$ cat src/rtl/gb_timer.sv
// DIV/TIMA/TMA/TAC timer block with a delayed TIMA reload and a one-clock interrupt pulse.
// Registers sit at BASE_ADDR..BASE_ADDR+3 on the CPU bus. Reads are combinational.
module gb_timer #(
   parameter int unsigned RELOAD_DELAY = 4,
   parameter logic [15:0] BASE_ADDR    = 16'hFF04
) (
   input  logic        clock,
   input  logic        reset,
   input  logic [15:0] cpu_addr,
   input  logic        cpu_wren,
   input  logic [7:0]  cpu_data_in,
   output logic [7:0]  cpu_data_out,
   output logic        cpu_sel,
   output logic        timer_int
);

   localparam int unsigned      CNT_W    = (RELOAD_DELAY > 1) ? $clog2(RELOAD_DELAY) : 1;
   localparam logic [CNT_W-1:0] CNT_LOAD = CNT_W'(RELOAD_DELAY - 1);

   localparam logic [0:0] ST_RUN = 1'b0;
   localparam logic [0:0] ST_OVF = 1'b1;

   // Bit of the divider that clocks TIMA for each TAC select code.
   function automatic int unsigned tap_index(input int unsigned sel);
      case (sel)
         0:       tap_index = 9;
         1:       tap_index = 3;
         2:       tap_index = 5;
         default: tap_index = 7;
      endcase
   endfunction

   logic [15:0]      div_q, div_d;
   logic [7:0]       tima_q, tima_d;
   logic [7:0]       tma_q, tma_d;
   logic [2:0]       tac_q, tac_d;
   logic [0:0]       state_q, state_d;
   logic [CNT_W-1:0] ovf_cnt_q, ovf_cnt_d;
   logic             prev_tick_q, tick_d;
   logic             int_q, int_d;

   logic [16:0] addr_off;
   logic [1:0]  reg_idx;
   logic        wr_div, wr_tima, wr_tma, wr_tac;
   logic [3:0]  tap_bits;
   logic        inc_evt;

   // Unsigned 17-bit offset: addresses below BASE_ADDR wrap to a huge value and fail the range test.
   assign addr_off = {1'b0, cpu_addr} - {1'b0, BASE_ADDR};
   assign cpu_sel  = (addr_off < 17'd4);
   assign reg_idx  = addr_off[1:0];

   assign wr_div  = cpu_wren && cpu_sel && (reg_idx == 2'd0);
   assign wr_tima = cpu_wren && cpu_sel && (reg_idx == 2'd1);
   assign wr_tma  = cpu_wren && cpu_sel && (reg_idx == 2'd2);
   assign wr_tac  = cpu_wren && cpu_sel && (reg_idx == 2'd3);

   always_comb begin
      div_d = wr_div ? 16'h0000 : div_q + 16'h0001;
      tac_d = wr_tac ? cpu_data_in[2:0] : tac_q;
      tma_d = wr_tma ? cpu_data_in : tma_q;
   end

   genvar gi;
   generate
      for (gi = 0; gi < 4; gi++) begin : g_tap
         assign tap_bits[gi] = div_d[tap_index(gi)];
      end
   endgenerate

   // Tick is formed from post-write DIV and TAC, so DIV and TAC writes can produce a falling edge.
   assign tick_d  = tac_d[2] & tap_bits[tac_d[1:0]];
   assign inc_evt = prev_tick_q & ~tick_d;

   always_comb begin
      tima_d    = tima_q;
      state_d   = state_q;
      ovf_cnt_d = ovf_cnt_q;
      int_d     = 1'b0;
      case (state_q)
         ST_RUN: begin
            if (wr_tima) begin
               tima_d = cpu_data_in;
            end else if (inc_evt) begin
               if (tima_q == 8'hFF) begin
                  tima_d    = 8'h00;
                  ovf_cnt_d = CNT_LOAD;
                  state_d   = ST_OVF;
               end else begin
                  tima_d = tima_q + 8'h01;
               end
            end
         end
         ST_OVF: begin
            // The reload clock beats a concurrent TIMA write and sees a concurrent TMA write.
            if (ovf_cnt_q == '0) begin
               tima_d  = tma_d;
               int_d   = 1'b1;
               state_d = ST_RUN;
            end else if (wr_tima) begin
               tima_d  = cpu_data_in;
               state_d = ST_RUN;
            end else begin
               ovf_cnt_d = ovf_cnt_q - 1'b1;
            end
         end
         default: begin
            state_d = ST_RUN;
         end
      endcase
   end

   always_ff @(posedge clock or negedge reset) begin
      if (!reset) begin
         div_q       <= 16'h0000;
         tima_q      <= 8'h00;
         tma_q       <= 8'h00;
         tac_q       <= 3'b000;
         state_q     <= ST_RUN;
         ovf_cnt_q   <= '0;
         prev_tick_q <= 1'b0;
         int_q       <= 1'b0;
      end else begin
         div_q       <= div_d;
         tima_q      <= tima_d;
         tma_q       <= tma_d;
         tac_q       <= tac_d;
         state_q     <= state_d;
         ovf_cnt_q   <= ovf_cnt_d;
         prev_tick_q <= tick_d;
         int_q       <= int_d;
      end
   end

   assign timer_int = int_q;

   always_comb begin
      cpu_data_out = 8'hFF;
      if (cpu_sel) begin
         case (reg_idx)
            2'd0:    cpu_data_out = div_q[15:8];
            2'd1:    cpu_data_out = tima_q;
            2'd2:    cpu_data_out = tma_q;
            default: cpu_data_out = {5'b11111, tac_q};
         endcase
      end
   end

endmodule
$ cat config.mk
export PLATFORM = sky130hd
export DESIGN_NAME = gb_timer
export DESIGN_NICKNAME = d
export VERILOG_FILES = /design/src/rtl/gb_timer.sv
export SDC_FILE = /design/constraint.sdc
export NUM_CORES = 1
export LEC_CHECK = 0
export ABC_CLOCK_PERIOD_IN_PS = 2320
export CAP_MARGIN = 20
export CORE_UTILIZATION = 54
export CTS_CLUSTER_SIZE = 20
export DETAILED_ROUTE_END_ITERATION = 8
export PLACE_DENSITY = 0.8
export RECOVER_POWER = 25
export SYNTH_ARGS = -nofsm -noshare
export SYNTH_HDL_FRONTEND = slang
export SYNTH_SLANG_ARGS = --single-unit
export TNS_END_PERCENT = 30
$ cat constraint.sdc
create_clock -name clock -period 2.32 [get_ports clock]
set_input_delay 0.464 -clock clock [delete_from_list [all_inputs] [get_ports clock]]
set_output_delay 0.464 -clock clock [all_outputs]
set_load 0.05 [all_outputs]
# [Word-level counts from Yosys, hierarchy flattened]
# Index checks and enable logic that the tools add are counted.
[op_classes] n_addsub=4 mux=27 n_bitwise=4 shifts=0 n_mul=0 n_reduce_logical=9 order_cmp=2 n_eq_ne=11 n_div=0
[op_table] cell="2-to-1 mux 8 bit" count=7
[op_table] cell="one-hot mux 8 bit (3 select lines)" count=1
[op_table] cell="< comparator 17 x 3 -> 1 bit (second input constant)" count=1
[op_table] cell="subtractor 16 x 16 -> 17 bit (second input constant)" count=1
[op_table] cell="adder 16 x 1 -> 16 bit (second input constant)" count=1
[op_table] cell="2-to-1 mux 16 bit" count=1
[op_table] cell="one-hot mux 8 bit (2 select lines)" count=1
[op_table] cell="2-to-1 mux 2 bit" count=5
[op_table] cell="!= test 2 bit (second input constant)" count=5
[op_table] cell="adder 8 x 1 -> 8 bit (second input constant)" count=1
[op_table] cell="equality test 8 bit (second input constant)" count=1
[op_table] cell="2-to-1 mux 1 bit" count=8
[op_table] cell="logical AND 1 bit" count=5
[op_table] cell="AND reduction 5 bit" count=1
[op_table] cell="equality test 2 bit (second input constant)" count=2
[op_table] cell="zero test 2 bit" count=2
[op_table] cell="one-hot mux 2 bit (2 select lines)" count=1
[op_table] cell="< comparator 2 x 3 -> 1 bit (second input constant)" count=1
[op_table] cell="2-to-1 mux 3 bit" count=1
[op_table] cell="!= test 3 x 1 -> 1 bit (second input constant)" count=1
[op_table] cell="!= test 3 bit (second input constant)" count=1
[op_table] cell="bitwise AND 1 bit" count=2
[op_table] cell="binary-select mux 1 bit (select 2 bit)" count=1
[op_table] cell="equality test 2 x 1 -> 1 bit (second input constant)" count=1
[op_table] cell="4 further kinds" count=5
[word_totals] n_memories=0 latchBits=0 out_inout_bits=10 romBits=0 elab_cells=65 register_bits=40 ram_bits=0

# [Longest topological paths before layout]
# Gate-level depths: netlist of the first run.
[depth] word_depth=13 mapped_depth=10

# [Worst setup path before layout of the first run]
# No wires, ideal clock.
[synth_timing] path_type="input port to output port" startpoint="in cpu_addr[2]" endpoint="out cpu_data_out[3]" required_time_ns=1.856 setup_slack_ns=-1.473 arrival_ns=3.329 stages=6 path_buffers=0 cell_sequence="inv_1 -> ha_1 -> xnor2_2 -> nand4_1 -> nor3_1 -> nand2_1"
[synth_via] elab_chain_cells=3
[synth_lines] element="start, declared" line_no="9" rtl="input logic [15:0] cpu_addr,"
[synth_lines] element="subtractor 16 x 16 -> 17 bit" line_no="49" rtl="assign addr_off = {1'b0, cpu_addr} - {1'b0, BASE_ADDR};"
[synth_lines] element="< comparator 17 x 3 -> 1 bit" line_no="50" rtl="assign cpu_sel = (addr_off < 17'd4);"
[synth_lines] element="via cpu_sel" line_no="13" rtl="output logic cpu_sel,"
[synth_lines] element="2-to-1 mux 8 bit" line_no="139" rtl="if (cpu_sel) begin"
[synth_lines] element="end, declared" line_no="12" rtl="output logic [7:0] cpu_data_out,"
# The timed path passes the listed nets, and every way through them passes these cells.

# [Worst setup path after layout of the first run]
[layout_timing] startpoint="in cpu_addr[3]" endpoint="reg tima_q[7]"
[layout_via] elab_chain_cells=12 word_cells_on_any_way=21 classes_between="1 x add/sub; 1 x order compare; 2 x eq/ne; 8 x mux; 3 x bitwise; 6 x reduce/logical"
[layout_lines] element="subtractor 16 x 16 -> 17 bit" line_no="49"
[layout_lines] element="< comparator 17 x 3 -> 1 bit" line_no="50"
[layout_lines] element="logical AND 1 bit (2 in series)" line_no="56" rtl="assign wr_tac = cpu_wren && cpu_sel && (reg_idx == 2'd3);"
[layout_lines] element="2-to-1 mux 3 bit" line_no="60" rtl="tac_d = wr_tac ? cpu_data_in[2:0] : tac_q;"
[layout_lines] element="via tac_d[1]" line_no="36" rtl="logic [2:0] tac_q, tac_d;"
[layout_lines] element="binary-select mux 1 bit (select 2 bit)" line_no="72" rtl="assign tick_d = tac_d[2] & tap_bits[tac_d[1:0]];"
[layout_lines] element="2-to-1 mux 1 bit (implied by the code)" line_no="72"
[layout_lines] element="bitwise AND 1 bit" line_no="72"
[layout_lines] element="via tick_d" line_no="39" rtl="logic prev_tick_q, tick_d;"
[layout_lines] element="NOT 1 bit" line_no="73" rtl="assign inc_evt = prev_tick_q & ~tick_d;"
[layout_lines] element="bitwise AND 1 bit" line_no="73"
[layout_lines] element="!= test 3 bit (no source line)"
[layout_lines] element="AND reduction 2 bit (no source line)"
[layout_lines] element="end signal, assigned" line_no="125" rtl="tima_q <= tima_d;"
[layout_lines] element="end, declared" line_no="34" rtl="logic [7:0] tima_q, tima_d;"
# The timed path passes the listed nets, and every way through them passes these cells. The select of a mux whose other input is x is not followed.
# A chain may end at the register's enable or synchronous reset.

==> impl_metrics.yaml, run 1 <==
floorplan:
  dieWidth_um: 69.2
  initial_core_util_pct: 56.0
  rows: 24
  ios: 37
  coreArea_um2: 4350
  die_area_um2: 4790
  fp.dieH_um: 69.2
timing:
  tns_ns: -5.38
  setup_viol: 20
  rsz0062_at_grt: "true"
  fmax_mhz: 374
  worst_pin_slew_ns: 1.33
  finClkSkew_ns: 0.00490
  fin_crit_ns: 2.68
  maxSlewHeadroom_pct: 11.3
  finalCritPeriodShare_pct: 115
  setup_slack_ns: -0.356
  slew_viol_final: 0
  hold_violations: 0
  whs_ns: 0.439
placed_design:
  dpl.cell_count: 358
  gp_congestion: 0.874
  pre_cts_slack_ns: -1.18
  place_hpwl_um: 4620
  port_buffers: 36
final_layout:
  area_growth_pct: 41.3
  postLayoutCoreUtil_pct: 79.1
  drive_gt1_share_pct: 34.5
  final_cells: 371
  nets: 349
  n_antenna_cell: 0
synthesis:
  synth_area_leaders: "dfrtp_1 41%, mux2_2 6.5%, mux2i_1 4.1%"
  synth_seq_cells: 40
  yosysTopAreaCellShare_pct: 41.0
  syn_nets: 272
  synth_edf_count: 0
  synth_async_sr_flop_share_pct: 100
  syn_inst: 241
  ys_warn_count: 0
  synth.cell_area_um2: 2440
  synth_cell_type_count: 43
  synthFlopType: "dfrtp_1"
  yosysSeqAreaShare_pct: 41.0
  yosysTopAreaCell: "dfrtp_1"
  avgSynthCellArea_um2: 10.1
setup_path:
  reg2reg_from: "div_q[4]"
  setup.worst_path.end: "tima_q[7]"
  cp-startpoint: "cpu_addr[3]"
  rrSetupSlack_ns: 0.15
  r2r_cells: 9
  critPathKind: "in -> reg"
  cp.arrival_ns: 2.86
  start_kind: "primary input"
  end_kind: "register"
  r2r_end: "tima_q[7]"
  cp_max_fo: 7
  critPathRequiredTime_ns: 2.51
drt:
  firstDrtPassIters: 4
  wl_um: 6510
  final_antenna_net_count: 0
  via_per_inst: 5.67
  wl_per_cell_um: 17.5
  first_iter_violations: 87
  drcViolationCount: 0
  vias: 2104
cts:
  cts_sinks: 40
  htreeDepth: 2
  root_buffer: "clkbuf_8"
  cts_buffers: 5
  clkTransAtPathRegs_ns: 0.08
  clk_latency_ns: 0.30
  cts_max_path_buffers: 2
  tritoncts: "built"
outcome:
  violations: "setup timing"
  status: "finished with violations"
pwr:
  pwr_density_cell_nw_per_um2: 437
  cellLeakagePower_nw: 1.53
  ir_worst_vdd_mv: 0.336
global_route:
  grt_pass1_wl_um: 10800
  grt_use_total_pct: 28.8
  grt_pass1_vias: 2263
  grt_max_degree: 26
  grt-ovfl-total: 0
  antenna_found_initial: 0
min_path:
  hp-class: "in -> async"
flow_run:
  drv_cap: 0
==> where the power goes <==
group	switching, W	leakage, nW	internal (W)
Combinational	0.0000940	0.939	0.0000973
Sequential	0.0000203	0.540	0.000716
Clock	0.000258	0.0541	0.000318
Total	0.000372	1.53	0.00113
==> layout by cell type, fill, tap and decap left out, types with 2 or more instances in the layout <==
cell / n
nand2_2: 3
nand4_1: 10
a221oi_1: 2
clkdlybuf4s50_1: 11
or3_1: 4
xor2_1: 7
buf_8: 2
nand2b_1: 6
buf_4: 34
nor2b_1: 4
nor2_2: 4
mux2i_4: 2
o22ai_1: 5
and3_1: 2
clkdlybuf4s15_1: 2
ha_1: 3
inv_1: 8
and2_1: 2
nand3_1: 9
mux2i_1: 8
dfrtp_1: 40
o21ai_0: 10
nand2_4: 2
o21a_1: 2
mux2_4: 8
nor2_1: 18
o22a_1: 2
nand2_1: 15
mux4_2: 3
buf_6: 11
xnor2_1: 8
a21oi_1: 8
buf_12: 3
a221o_1: 2
dlygate4sd2_1: 9
nor3_1: 3
mux2_2: 12
clkbuf_8: 5
==> logic make-up after synthesis <==
logic type      count (synthesis)  share of synthesized area (%)
xor+xnor                       16                           6.05
buf+inv                        15                           2.31
mux                            33                           17.0
compound gates                 38                           10.7
flops                          40                           41.0
fa+ha+maj                       4                           2.05
simple gates                   95                           20.8
==> worst min path at each step <==
stage               end  slack (ns)  cells after the start
6_report       div_q[1]        0.44                      1
5_1_grt        div_q[0]        0.50                      1
4_1_cts        div_q[0]        0.16                      1
3_5_place_dp   div_q[0]        0.45                      1
3_3_place_gp   div_q[0]        0.44                      1
2_1_floorplan  div_q[0]        0.17                      0
==> layout make-up <==
class / count / area, µm²
Sequential cell: 40 / 1000
Inverter: 10 / 55.1
Timing Repair Buffer: 75 / 692
Clock inverter: 3 / 42.5
Fill cell: 262 / 910
Tap cell: 52 / 65.1
Clock buffer: 5 / 68.8
Multi-Input combinational cell: 186 / 1520
==> synthesized netlist by cell type (2+ instances only) <==
library cell / count
nand2_1: 20
o21a_1: 2
mux2_2: 14
nand3_1: 9
o22a_1: 2
mux2i_1: 10
ha_1: 4
dfrtp_1: 40
inv_1: 10
a221o_1: 2
and2_1: 2
mux4_2: 3
or3_1: 4
xor2_1: 7
nand4_1: 10
nor2b_1: 4
o21ai_0: 10
nor3_1: 5
mux2_4: 6
clkbuf_1: 4
a21oi_1: 9
o22ai_1: 5
a221oi_1: 2
and3_1: 3
xnor2_1: 8
nand2b_1: 8
nor2_1: 22
==> state kept, by name, summed over array words and instances (netlist names) <==
register	flops
prev_tick_q	1
timer_int	1
ovf_cnt_q	2
state_q	1
div_q	16
tima_q	8
tma_q	8
tac_q	3
==> worst max-delay path, cell delays in order <==
cell and delay (ns):
buf_8 0.09, inv_12 0.03, ha_4 0.25, or3b_1 0.35
nor4_2 0.19, nand3_1 0.20, mux2_4 0.35, nand2b_4 0.15
o22ai_4 0.23, o211ai_4 0.12, buf_12 0.15, mux2_4 0.29
==> per-layer routing <==
metal,global-route usage (%),vias to the layer above,part of all wire [%]
li1,-,1031,-
met1,37.5,1019,43
met2,47.5,44,51
met3,5.38,10,3.6
met4,11.8,0,1.8
met5,0,-,0
==> per-stage QoR <==
stage / total power [W] / cell area [µm²]
after detailed placement: 0.000920 / 3170
after CTS: 0.00149 / 3390
after floorplan: 0.000812 / 2510
after global placement: 0.000914 / 3170
final: 0.00150 / 3440
after global routing: 0.00156 / 3440
==> what timing repair did <==
item	in CTS	in global routing
setup endpoints to repair	29	20
hold buffers	0	0
pin swaps	12	9
gates resized for setup	50	12
buffers inserted	4	1
Note: power is estimated with default switching activity, not from simulation.
==> run 2: changes to the inputs <==
--- a/config.mk
+++ b/config.mk
@@ -5,8 +5,10 @@
 export SDC_FILE = /design/constraint.sdc
 export NUM_CORES = 1
 export LEC_CHECK = 0
+export ABC_AREA = 0
 export ABC_CLOCK_PERIOD_IN_PS = 2320
 export CAP_MARGIN = 20
+export CORE_ASPECT_RATIO = 2
 export CORE_UTILIZATION = 54
 export CTS_CLUSTER_SIZE = 20
 export DETAILED_ROUTE_END_ITERATION = 8
==> run 2 against run 1 <==
The flow still finishes with violations (setup timing). Via count is 1.6% higher. Clock power down 24%. Utilization rose by 0.13 points. Sequential share of layout area increased by 0.053 points. Die area rose by 0.34%. First-iteration DRC count shrank 36%. Highest routed layer unchanged. Fmax down 1.0%. Final cell count fell by 0.54%. Combinational power is 4% higher. Worst setup slack got worse by 0.027 ns. Clock-buffer cell count up 1.
==> impl_metrics.yaml, run 2 (synthesized netlist as in run 1, its figures left out) <==
outcome:
  status: "finished with violations"
  violations: "setup timing"
placed_design:
  dpl.cell_count: 351
  place_hpwl_um: 4780
  gp_congestion: 0.860
  port_buffers: 36
pwr:
  pwr-share-seq_pct: 53.9
  cellLeakagePower_nw: 1.54
  p_total_w: 0.00137
  pwr_density_cell_nw_per_um2: 399
  swShare_pct: 25.6
  ir_worst_vdd_mv: 0.453
  clockPowerShare_pct: 31.7
  combPwrFrac_pct: 14.4
  p_int_w: 0.00102
  p_switching_w: 0.000352
timing:
  finClkSkew_ns: 0.00618
  setup_viol: 20
  worst_pin_slew_ns: 0.993
  slew_viol_final: 0
  finalCritPeriodShare_pct: 117
  rsz0062_at_grt: "true"
  fmax_mhz: 370
  setup_slack_ns: -0.383
  fin_crit_ns: 2.70
  hold_violations: 0
  maxSlewHeadroom_pct: 33.8
  whs_ns: 0.326
setup_path:
  worst-path-buf-inv: 5
  slowest_delay_ns: 0.38
  critical_path.top_delay_family: "multiplexers"
  cp_cell_sequence: "buf_8 -> inv_12 -> ha_4 -> or3b_4 -> nor4_4 -> buf_4 -> buf_4 -> nand4_1 -> buf_6 -> mux2_2 -> mux2i_1 -> mux2i_1 -> mux2_4"
  cp.arrival_ns: 2.89
  start_kind: "primary input"
  critPathKind: "in -> reg"
  slowest_stage: "or3b_4"
  cp_max_fo: 8
  end_kind: "register"
  critPathRequiredTime_ns: 2.50
  rrSetupSlack_ns: 0.09
final_layout:
  final_cells: 369
  drive_gt1_share_pct: 33.7
  area_growth_pct: 41.0
  postLayoutCoreUtil_pct: 79.2
  fill_cells: 299
  mostFrequentLayoutCells: "40 x dfrtp_1, 29 x buf_4, 20 x nor2_1"
  largest_register: "div_q"
  nets: 346
  n_antenna_cell: 0
  reg_top3: "div_q (16), tima_q (8), tma_q (8)"
  largest_register_ffs: 16
  final_common_cell: "dfrtp_1"
cts:
  cts_buffers: 5
  cts-hold-fix-buffers: 0
  htreeDepth: 2
  tritoncts: "built"
  cts_max_path_buffers: 2
  root_buffer: "clkbuf_8"
  clk_latency_ns: 0.29
  cts_sinks: 40
  clkTransAtPathRegs_ns: 0.08
global_route:
  grt_pass1_wl_um: 10300
  grt_pass1_vias: 2194
  grt_max_degree: 41
  grt-ovfl-total: 0
  antenna_found_initial: 0
  grt_use_total_pct: 28.4
drt:
  via_per_inst: 5.79
  final_antenna_net_count: 0
  first_iter_violations: 56
  firstDrtPassIters: 4
  vias: 2138
  wl_per_cell_um: 18.1
  wl_um: 6680
  drcViolationCount: 0
floorplan:
  dieWidth_um: 49.5
  initial_core_util_pct: 56.2
  coreArea_um2: 4340
  rows: 34
  die_area_um2: 4800
  ios: 37
  fp.dieH_um: 97.0
flow_run:
  drv_cap: 0
min_path:
  hp-class: "in -> async"
==> run 2: cell types whose count changed in the layout (fill, tap and decap cells not counted), sizes merged <==
| cell | before | now |
|---|---|---|
| clkbuf | 7 | 8 |
| clkinvlp | 1 | 0 |
| clkdlybuf4s15 | 2 | 3 |
| buf | 51 | 47 |
| bufinv | 1 | 0 |
==> run 2: final timing paths <==
kind	start	to	cells past startpoint
worst max-delay path	cpu_addr[3]	tima_q[7]	13
worst min-delay path	reset	div_q[4]	1
worst max register to register	div_q[3]	ovf_cnt_q[1]	8
worst min register to register	div_q[0]	div_q[0]	1
max in group asynchronous	reset	tma_q[2]	1
min in group clock	div_q[0]	div_q[0]	1
==> run 2: metrics by stage <==
stage / TNS [ns] / setup WS [ns] / cell area [µm²]
3_3_place_gp: -24.97 / -1.22 / 3110
2_1_floorplan: -7.61 / -0.493 / 2510
6_report: -4.37 / -0.383 / 3440
5_1_grt: -5.57 / -0.417 / 3440
4_1_cts: -3.99 / -0.336 / 3310
3_5_place_dp: -27.07 / -1.28 / 3110
==> run 2: worst register-to-register path: stages (launching register included) <==
cell,delay [ns]
dfrtp_1,0.43
and4_1,0.26
and2_1,0.22
xnor2_1,0.15
nor2_2,0.08
mux2i_4,0.20
o22ai_4,0.12
or4b_4,0.56
a31oi_1,0.14
==> run 2: final cells by class <==
class	count	area, µm²	area share (%)
Clock buffer	6	72.6	2.11
Multi-Input combinational cell	186	1550	45.2
Timing Repair Buffer	72	684	19.9
Tap cell	54	67.6	1.97
Inverter	10	55.1	1.60
Sequential cell	40	1000	29.1
Clock inverter	1	5.00	0.146
==> run 2: power groups by stage <==
stage | Clock (W) | Combinational [W] | Sequential (W)
5_1_grt | 0.000460 | 0.000211 | 0.000740
4_1_cts | 0.000436 | 0.000181 | 0.000738
3_3_place_gp | 0 | 0.000166 | 0.000750
2_1_floorplan | 0 | 0.0000662 | 0.000746
3_5_place_dp | 0 | 0.000170 | 0.000752
6_report | 0.000435 | 0.000198 | 0.000740
==> run 2: per-layer routing <==
| metal | GRT usage [%] | share of wire [%] | vias up |
|---|---|---|---|
| li1 | - | - | 1026 |
| met2 | 56.5 | 59 | 23 |
| met4 | 9.01 | 1.9 | 0 |
| met3 | 2.99 | 1.2 | 11 |
| met5 | 0 | 0 | - |
| met1 | 29.3 | 37 | 1078 |
==> run 2: what timing repair did <==
item	in CTS	in global routing
cloned	0	0
gates resized for setup	45	22
pin swaps	15	11
setup buffers	9	3
endpoints found under the setup margin	38	20
==> run 3: changes to the inputs <==
--- a/config.mk
+++ b/config.mk
@@ -8,11 +8,15 @@
 export ABC_AREA = 0
 export ABC_CLOCK_PERIOD_IN_PS = 2320
 export CAP_MARGIN = 20
+export CELL_PAD_IN_SITES_DETAIL_PLACEMENT = 0
+export CELL_PAD_IN_SITES_GLOBAL_PLACEMENT = 1
 export CORE_ASPECT_RATIO = 2
-export CORE_UTILIZATION = 54
+export CORE_UTILIZATION = 49
+export CTS_CLUSTER_DIAMETER = 100
 export CTS_CLUSTER_SIZE = 20
 export DETAILED_ROUTE_END_ITERATION = 8
-export PLACE_DENSITY = 0.8
+export DONT_BUFFER_PORTS = 1
+export PLACE_DENSITY = 0.79
 export RECOVER_POWER = 25
 export SYNTH_ARGS = -nofsm -noshare
 export SYNTH_HDL_FRONTEND = slang
==> run 3 against run 2 <==
The flow finishes with violations (capacitance limit, slew limit, setup timing). Critical endpoint is now tima_q[1]. Flip-flop and latch count is the same. Sequential share of layout area up 3.8 points. Fmax increased by 5.7%. Cell area decreased by 11%. Global-route usage fell by 3.4 points. Clock power up 45%. Non-clock buffer count down 39. Critical path depth decreased by 2. Combinational power is 38% lower. Largest cell class unchanged.
==> impl_metrics.yaml, run 3 (synthesized netlist as in run 1, its figures left out) <==
drt:
  wl_um: 5970
  drcViolationCount: 0
  via_per_inst: 5.72
  vias: 1912
  wl_per_cell_um: 17.9
  first_iter_violations: 27
  final_antenna_net_count: 0
  firstDrtPassIters: 4
cts:
  tritoncts: "built"
  cts_max_path_buffers: 2
  clk_latency_ns: 0.29
  cts_buffers: 5
  cts_sinks: 40
  htreeDepth: 2
  clkTransAtPathRegs_ns: 0.08
  root_buffer: "clkbuf_8"
floorplan:
  ios: 37
  die_area_um2: 5280
  coreArea_um2: 4820
  fp.dieH_um: 102
  dieWidth_um: 51.9
  rows: 36
  initial_core_util_pct: 50.6
final_layout:
  largest_register: "div_q"
  area_growth_pct: 24.8
  mostFrequentLayoutCells: "40 x dfrtp_1, 26 x buf_4, 22 x nor2_1"
  final_common_cell: "dfrtp_1"
  n_antenna_cell: 0
  reg_top3: "div_q (16), tima_q (8), tma_q (8)"
  postLayoutCoreUtil_pct: 63.1
  drive_gt1_share_pct: 29.6
  largest_register_ffs: 16
  nets: 307
setup_path:
  cp_max_fo: 7
  critPathRequiredTime_ns: 2.50
  rrSetupSlack_ns: 0.10
  r2r_end: "tima_q[1]"
  start_kind: "primary input"
  r2r_cells: 9
  cp.arrival_ns: 2.74
  reg2reg_from: "div_q[0]"
  end_kind: "register"
  critPathKind: "in -> reg"
pwr:
  pwr_density_cell_nw_per_um2: 489
  ir_worst_vdd_mv: 0.451
  p_total_w: 0.00149
  cellLeakagePower_nw: 1.35
global_route:
  grt_pass1_vias: 2002
  grt_use_total_pct: 25.0
  antenna_found_initial: 0
  grt-ovfl-total: 0
  grt_max_degree: 41
  grt_pass1_wl_um: 9630
timing:
  setup_slack_ns: -0.238
  finalCritPeriodShare_pct: 110
  setup_viol: 11
  slew_viol_final: 41
  finClkSkew_ns: 0.0100
  fmax_mhz: 391
  hold_violations: 0
  worst_pin_slew_ns: 1.83
  fin_crit_ns: 2.56
  rsz0062_at_grt: "true"
  maxSlewHeadroom_pct: -22.1
min_path:
  worstHoldEndpoint: "tma_q[6]"
  min_from: "cpu_data_in[6]"
  hp-class: "in -> reg"
  whs_path_depth: 1
outcome:
  status: "finished with violations"
  violations: "capacitance limit, slew limit, setup timing"
placed_design:
  pre_cts_slack_ns: -0.520
  port_buffers: 0
  gp_congestion: 0.828
  place_hpwl_um: 4600
flow_run:
  drv_cap: 1
run 3: cell types whose count changed in the layout (fill, tap and decap cells not counted), sizes merged:
| cell | previous run | this run |
|---|---|---|
| dlymetal6s4s | 0 | 1 |
| dlygate4sd2 | 9 | 0 |
| clkbuf | 8 | 7 |
| bufinv | 0 | 1 |
| clkdlybuf4s15 | 3 | 0 |
| clkdlybuf4s50 | 11 | 0 |
| clkinv | 1 | 0 |
| buf | 47 | 32 |
run 3: through the flow:
stage / cell area, µm² / hold slack [ns] / setup TNS, ns / std cells
3_5_place_dp: 2790 / 0.170 / -5.35 / 321
4_1_cts: 3010 / 0.0151 / -2.08 / 332
5_1_grt: 3040 / 0.324 / -3.10 / 334
6_report: 3040 / 0.328 / -2.18 / 334
2_1_floorplan: 2510 / 0.168 / -7.61 / 241
3_3_place_gp: 2790 / 0.169 / -5.31 / 321
run 3: where the power goes:
part	switching, W	internal [W]
clock	0.000251	0.000380
combinational	0.0000641	0.0000591
sequential	0.0000166	0.000716
run 3: area by class of cell:
| type | count | area, µm² |
|---|---|---|
| inverter | 10 | 57.6 |
| multi-input combinational | 186 | 1490 |
| tap | 57 | 71.3 |
| clock inverter | 1 | 30.0 |
| clock buffer | 7 | 96.3 |
| sequential | 40 | 1000 |
| timing repair buffer | 33 | 293 |
| fill | 409 | 1780 |
run 3: routing by layer:
metal | part of all wire, % | vias to the layer above | global-route usage (%)
li1 | - | 949 | -
met1 | 36 | 928 | 25.9
met2 | 60 | 23 | 48.2
met3 | 1.9 | 12 | 3.30
met4 | 2.4 | 0 | 9.15
met5 | 0 | - | 0
run 3: worst max-delay path by stage:
stage,start,endpoint,slack (ns),cells past startpoint
floorplan,cpu_addr[3],tima_q[0],-0.49,10
global placement,cpu_addr[3],tima_q[0],-0.51,10
detailed placement,cpu_addr[2],tima_q[1],-0.52,10
CTS,cpu_addr[2],ovf_cnt_q[1],-0.22,10
global route,cpu_addr[3],tima_q[1],-0.31,11
finish,cpu_addr[2],tima_q[1],-0.24,11
run 3: repair_timing:
item / in CTS / in global routing
endpoints found under the hold margin: 40 / 0
setup endpoints to repair: 11 / 11
cloned: 0 / 0
hold buffers: 1 / 0
buffers inserted: 2 / 4
pin swaps: 6 / 0
resized for setup: 7 / 7
run 3: worst max-delay path, stage by stage:
cell	delay (ns)
inv_8	0.01
ha_4	0.24
or3b_1	0.35
nor4_2	0.21
nand3_1	0.19
mux2_4	0.35
nand2b_4	0.15
o22ai_4	0.20
o211ai_4	0.12
buf_12	0.16
mux2_4	0.29
